**src/rtl/umi_unpack_reg.sv**
```systemverilog
// UMI packet unpacker: decodes the command word at push time and buffers raw packet plus
// decoded fields in a 2-entry FIFO, so outputs are fully registered.
module umi_unpack_reg #(
   parameter int unsigned CW = 32,
   parameter int unsigned AW = 64,
   parameter int unsigned DW = 256
) (
   input  logic          clk,
   input  logic          reset,
   input  logic          umi_in_valid,
   output logic          umi_in_ready,
   input  logic [CW-1:0] umi_in_cmd,
   input  logic [AW-1:0] umi_in_dstaddr,
   input  logic [AW-1:0] umi_in_srcaddr,
   input  logic [DW-1:0] umi_in_data,
   output logic          umi_out_valid,
   input  logic          umi_out_ready,
   output logic [4:0]    out_opcode,
   output logic [2:0]    out_size,
   output logic [7:0]    out_len,
   output logic [7:0]    out_atype,
   output logic [3:0]    out_qos,
   output logic [1:0]    out_prot,
   output logic          out_eom,
   output logic          out_eof,
   output logic          out_ex,
   output logic [1:0]    out_user,
   output logic [4:0]    out_hostid,
   output logic [18:0]   out_user_extended,
   output logic          out_atomic,
   output logic          out_error,
   output logic          out_link,
   output logic          out_link_resp,
   output logic [CW-1:0] out_cmd,
   output logic [AW-1:0] out_dstaddr,
   output logic [AW-1:0] out_srcaddr,
   output logic [DW-1:0] out_data,
   output logic [15:0]   err_count
);

   typedef struct packed {
      logic [4:0]  opcode;
      logic [2:0]  size;
      logic [7:0]  len;
      logic [7:0]  atype;
      logic [3:0]  qos;
      logic [1:0]  prot;
      logic        eom;
      logic        eof;
      logic        ex;
      logic [1:0]  user;
      logic [4:0]  hostid;
      logic [18:0] user_ext;
      logic        atomic;
      logic        error;
      logic        link;
      logic        link_resp;
   } dec_t;

   dec_t          dec_in;
   dec_t          dec_q  [2];
   logic [CW-1:0] cmd_q  [2];
   logic [AW-1:0] dst_q  [2];
   logic [AW-1:0] src_q  [2];
   logic [DW-1:0] data_q [2];

   logic          wr_ptr_q, rd_ptr_q;
   logic [1:0]    cnt_q, cnt_d;
   logic [15:0]   err_cnt_q;
   logic          push, pop, ext;

   assign umi_in_ready  = (cnt_q != 2'd2);
   assign umi_out_valid = (cnt_q != 2'd0);
   assign push          = umi_in_valid && umi_in_ready;
   assign pop           = umi_out_valid && umi_out_ready;

   always_comb begin
      dec_in           = '0;
      dec_in.opcode    = umi_in_cmd[4:0];
      dec_in.hostid    = umi_in_cmd[31:27];
      dec_in.atomic    = (umi_in_cmd[4:0] == 5'h09);
      dec_in.error     = (umi_in_cmd[4:0] == 5'h0F) && (umi_in_cmd[7:5] == 3'h0);
      dec_in.link      = (umi_in_cmd[4:0] == 5'h0F) && (umi_in_cmd[7:5] == 3'h1);
      dec_in.link_resp = (umi_in_cmd[4:0] == 5'h0E);
      ext              = dec_in.link || dec_in.link_resp || dec_in.error;
      // Extended-class commands reuse bits [26:8] as one opaque user field.
      if (ext) begin
         dec_in.user_ext = umi_in_cmd[26:8];
      end else begin
         dec_in.size = umi_in_cmd[7:5];
         dec_in.qos  = umi_in_cmd[19:16];
         dec_in.prot = umi_in_cmd[21:20];
         dec_in.eom  = umi_in_cmd[22];
         dec_in.eof  = umi_in_cmd[23];
         dec_in.ex   = umi_in_cmd[24];
         dec_in.user = umi_in_cmd[26:25];
         if (dec_in.atomic) begin
            dec_in.atype = umi_in_cmd[15:8];
         end else begin
            dec_in.len = umi_in_cmd[15:8];
         end
      end
   end

   always_comb begin
      case ({push, pop})
         2'b10:   cnt_d = cnt_q + 2'd1;
         2'b01:   cnt_d = cnt_q - 2'd1;
         default: cnt_d = cnt_q;
      endcase
   end

   always_ff @(posedge clk or posedge reset) begin
      if (reset) begin
         wr_ptr_q  <= 1'b0;
         rd_ptr_q  <= 1'b0;
         cnt_q     <= 2'd0;
         err_cnt_q <= 16'd0;
      end else begin
         cnt_q <= cnt_d;
         if (push) begin
            wr_ptr_q <= ~wr_ptr_q;
         end
         if (pop) begin
            rd_ptr_q <= ~rd_ptr_q;
         end
         if (push && dec_in.error && (err_cnt_q != 16'hFFFF)) begin
            err_cnt_q <= err_cnt_q + 16'd1;
         end
      end
   end

   // Payload storage carries no reset; contents are meaningless while the slot is empty.
   always_ff @(posedge clk) begin
      if (push) begin
         dec_q[wr_ptr_q]  <= dec_in;
         cmd_q[wr_ptr_q]  <= umi_in_cmd;
         dst_q[wr_ptr_q]  <= umi_in_dstaddr;
         src_q[wr_ptr_q]  <= umi_in_srcaddr;
         data_q[wr_ptr_q] <= umi_in_data;
      end
   end

   assign out_opcode        = dec_q[rd_ptr_q].opcode;
   assign out_size          = dec_q[rd_ptr_q].size;
   assign out_len           = dec_q[rd_ptr_q].len;
   assign out_atype         = dec_q[rd_ptr_q].atype;
   assign out_qos           = dec_q[rd_ptr_q].qos;
   assign out_prot          = dec_q[rd_ptr_q].prot;
   assign out_eom           = dec_q[rd_ptr_q].eom;
   assign out_eof           = dec_q[rd_ptr_q].eof;
   assign out_ex            = dec_q[rd_ptr_q].ex;
   assign out_user          = dec_q[rd_ptr_q].user;
   assign out_hostid        = dec_q[rd_ptr_q].hostid;
   assign out_user_extended = dec_q[rd_ptr_q].user_ext;
   assign out_atomic        = dec_q[rd_ptr_q].atomic;
   assign out_error         = dec_q[rd_ptr_q].error;
   assign out_link          = dec_q[rd_ptr_q].link;
   assign out_link_resp     = dec_q[rd_ptr_q].link_resp;
   assign out_cmd           = cmd_q[rd_ptr_q];
   assign out_dstaddr       = dst_q[rd_ptr_q];
   assign out_srcaddr       = src_q[rd_ptr_q];
   assign out_data          = data_q[rd_ptr_q];
   assign err_count         = err_cnt_q;

endmodule

```
**config.mk**
```make
export PLATFORM = sky130hd
export DESIGN_NAME = umi_unpack_reg
export DESIGN_NICKNAME = d
export VERILOG_FILES = /design/src/rtl/umi_unpack_reg.sv
export SDC_FILE = /design/constraint.sdc
export NUM_CORES = 1
export LEC_CHECK = 0
export CORE_AREA = 2 2 353 355
export CTS_CLUSTER_DIAMETER = 200
export CTS_CLUSTER_SIZE = 40
export DETAILED_ROUTE_END_ITERATION = 8
export DIE_AREA = 0 0 355 357
export SLEW_MARGIN = 20
export SYNTH_ARGS = -nofsm -noshare
export SYNTH_HDL_FRONTEND = slang
export SYNTH_SLANG_ARGS = --single-unit
```
**constraint.sdc**
```tcl
create_clock -name clk -period 60.5 [get_ports clk]
set_input_delay 12.1 -clock clk [delete_from_list [all_inputs] [get_ports clk]]
set_output_delay 12.1 -clock clk [all_outputs]
set_load 0.01 [all_outputs]
```
==> flow_summary.json <==
{
  "netlist_area_sq_um": 35100,
  "finalHoldViolCount": 0,
  "hold_class": "flip-flop to flip-flop",
  "power.density_cell_area_nw_per_um2": 42.6,
  "unrepaired_setup_endpoints_after_global_routing": "false",
  "start_util_pct": 28.5,
  "cts_made_buffers": 27,
  "ir_drop_uv": 34.2,
  "clk_pin_slew_worst_paths_ns": 0.14,
  "grt_pass1_wl_microns": 126000,
  "port_buffers": 916,
  "cts_root_buf": "sky130_fd_sc_hd__clkbuf_16",
  "flop_to_flop_setup_slack_ns": 55.31,
  "worstHoldEndpoint": "cnt_q[1]",
  "cts.repair.resized": 0,
  "cts-root-to-sink-buffers": 3,
  "timing.hold.worst_path_depth": 1,
  "ioPinCount": 917,
  "maxCapViolations": 0,
  "slew_headroom_pct": 28.8,
  "min_period_ns": 17.23,
  "routed-via-count": 17900,
  "grt_pass1_vias": 18400,
  "grt_start_max_net_pins": 148,
  "clock-sinks": 958,
  "ys_types": 28,
  "synth_warnings": 0,
  "crit_required_ns": 48.40,
  "clock_latency_ns": 0.66,
  "yosysSeqAreaShare_pct": 81.7,
  "floorplan.die.width_microns": 355,
  "worst_ep_arrival_time_ns": 5.13,
  "path_max_fanout": 69,
  "remaining_drc_errors": 0,
  "final.setup.worst_slack_ns": 43.27,
  "h-tree-depth": 1,
  "timing.setup.tns_ns": 0,
  "cts_tree": "yes",
  "antenna_violating_nets_post_route": 0,
  "gr-usage-all-layers_pct": 13.4,
  "netlist_instances": 1618,
  "synthesis.nets": 2040,
  "place_congestion": 0.808,
  "syn_avg_cell_area_sq_um": 21.7,
  "worstHoldStart": "cnt_q[1]",
  "setup.worst_path.start_class": "flip-flop",
  "overflow": 0,
  "placed_cells": 4123,
  "cts-hold-fix-buffers": 0,
  "timing.fmax_mhz": 58.1,
  "initial_antenna_violation_count": 26,
  "routed_via_density": 4.29,
  "dieHeight_microns": 357,
  "final_nets": 2938,
  "share_of_post_route_cells_with_drive_strength_above_1_pct": 20.9,
  "design.core.area_sq_um": 123000,
  "ys_ff_latch": 958,
  "final.period_utilization_pct": 28.5,
  "report.power.total_uw": 2000,
  "reg2reg_from": "cnt_q[0]",
  "final_slew_viol_count": 0,
  "worst_r2r_end": "data_q[0][222]",
  "post-cts-setup-buffer-count": 0,
  "static-leakage-power_uw": 0.0152,
  "setup-violations-final": 0,
  "timing.setup.critical_path_class": "flip-flop to primary output",
  "drtPass1Iterations": 5,
  "std_cell_rows": 129,
  "wl_per_instance_microns": 21.8,
  "route.final.wire_length_microns": 91100,
  "reg2reg_depth": 7,
  "outcome": "finished clean",
  "tightest_slew_ns": 1.07,
  "final-instance-count-excl-fill": 4178,
  "worst_clock_skew_ns": 0.0202,
  "timing.critical_path.to_type": "primary output",
  "die_area_sq_um": 127000,
  "fillerInstances": 11300,
  "area_growth_pct": 34.0,
  "place_hpwl_microns": 65700,
  "drt_iter0_markers": 1233,
  "minimum_setup_slack_after_placement_ns": 42.95
}
-- cell families (layout without fill, tap and decap cells) --
family / count (synthesis) / in the layout / synth area share [%]
other cells: 0 / 14 / 0
xor+xnor: 19 / 19 / 0.474
fa+ha+maj: 2 / 2 / 0.0713
simple gates: 98 / 98 / 1.76
flops: 958 / 958 / 81.7
compound gates: 1 / 1 / 0.0214
buf+inv: 69 / 978 / 0.845
mux: 471 / 471 / 15.1
-- report_power, final --
part / total (uW) / switching, uW / internal (uW)
logic: 797 / 380 / 417
clock network: 266 / 181 / 85.6
registers: 939 / 37.4 / 902
total: 2000 / 598 / 1400
-- worst max-delay path: stages (launching register included) --
cell and delay [ns]:
sky130_fd_sc_hd__dfrtp_4 1.08, sky130_fd_sc_hd__buf_4 0.76, sky130_fd_sc_hd__buf_4 0.66, sky130_fd_sc_hd__buf_4 0.77, sky130_fd_sc_hd__mux2_2 0.47, sky130_fd_sc_hd__clkdlybuf4s50_1 0.49
-- Yosys cell counts (all sizes together) --
cell	count	area (sq um)
buf	13	86.3
o21a	1	7.51
and4b	1	10.0
nand3	8	40.0
nand4	7	43.8
nor4	4	46.3
nand2b	3	18.8
mux2	471	5300
nor3	1	10.0
and4	2	17.5
edfxtp	938	28200
and3	2	12.5
xor2	4	35.0
or2	1	6.26
nor2	9	33.8
ha	2	25.0
dfrtp	20	500
clkbuf	53	199
nand2	8	30.0
inv	3	11.3
or4	1	11.3
and2	36	225
nor2b	14	87.6
xnor2	15	131
nand4b	1	23.8
-- state kept, by name, summed over array words and instances (netlist names) --
name       cells
cmd_q         62
cnt_q          2
data_q       512
dec_q        108
dst_q        128
err_count     16
rd_ptr_q       1
src_q        128
wr_ptr_q       1
-- worst max path at each step --
stage                       from             end  depth (start not counted)
floorplan           umi_in_valid     cmd_q[0][0]                          2
global placement    umi_in_valid  data_q[0][147]                          7
detailed placement  umi_in_valid  data_q[0][147]                          7
CTS                     rd_ptr_q   out_data[201]                          5
global route            rd_ptr_q   out_data[201]                          5
finish                  rd_ptr_q   out_data[201]                          5
-- routing by layer --
metal | GRT usage [%] | wire (microns) | vias to the layer above
li1 | - | - | 8132
met1 | 15.9 | 35500 | 9045
met2 | 23.3 | 45400 | 618
met3 | 5.07 | 8620 | 95
met4 | 2.81 | 1470 | 16
met5 | 0.259 | 106 | -
-- layout make-up --
class / count / area [sq um] / area share [%]
Antenna cell: 14 / 35.0 / 0.0745
Clock buffer: 39 / 731 / 1.55
Clock inverter: 1 / 8.76 / 0.0186
Inverter: 3 / 11.3 / 0.0240
Multi-Input combinational cell: 591 / 6130 / 13.0
Sequential cell: 958 / 28700 / 61.0
Tap cell: 1637 / 2050 / 4.36
Timing Repair Buffer: 935 / 9370 / 19.9
-- stage by stage --
| stage | area (sq um) | hold slack (ns) | utilization, % |
|---|---|---|---|
| global route | 47000 | 0.523 | 38.2 |
| global placement | 46200 | 0.479 | 37.6 |
| finish | 47000 | 0.496 | 38.2 |
| CTS | 46900 | 0.499 | 38.2 |
| detailed placement | 46200 | 0.479 | 37.6 |
| floorplan | 35100 | 0.456 | - |
-- cells in the final DEF (no fill, tap or decap), types with 2 or more instances in the layout --
master                            synthesis  routed
sky130_fd_sc_hd__edfxtp_1               938     938
sky130_fd_sc_hd__clkdlybuf4s50_1          0     916
sky130_fd_sc_hd__mux2_2                 471     471
sky130_fd_sc_hd__and2_1                  36      36
sky130_fd_sc_hd__clkbuf_16                0      27
sky130_fd_sc_hd__dfrtp_1                 20      19
sky130_fd_sc_hd__xnor2_1                 15      15
sky130_fd_sc_hd__buf_4                   10      15
sky130_fd_sc_hd__diode_2                  0      14
sky130_fd_sc_hd__nor2b_1                 14      14
sky130_fd_sc_hd__clkbuf_1                53      11
sky130_fd_sc_hd__nand3_1                  8       8
sky130_fd_sc_hd__nand2_1                  8       8
sky130_fd_sc_hd__nand4_1                  7       7
sky130_fd_sc_hd__nor2_1                   9       7
sky130_fd_sc_hd__xor2_1                   4       4
sky130_fd_sc_hd__inv_1                    3       3
sky130_fd_sc_hd__nand2b_1                 3       3
sky130_fd_sc_hd__buf_12                   0       3
sky130_fd_sc_hd__and4_1                   2       2
sky130_fd_sc_hd__nor4_1                   2       2
sky130_fd_sc_hd__ha_1                     2       2
No activity file was read; power rests on OpenSTA's default activity.
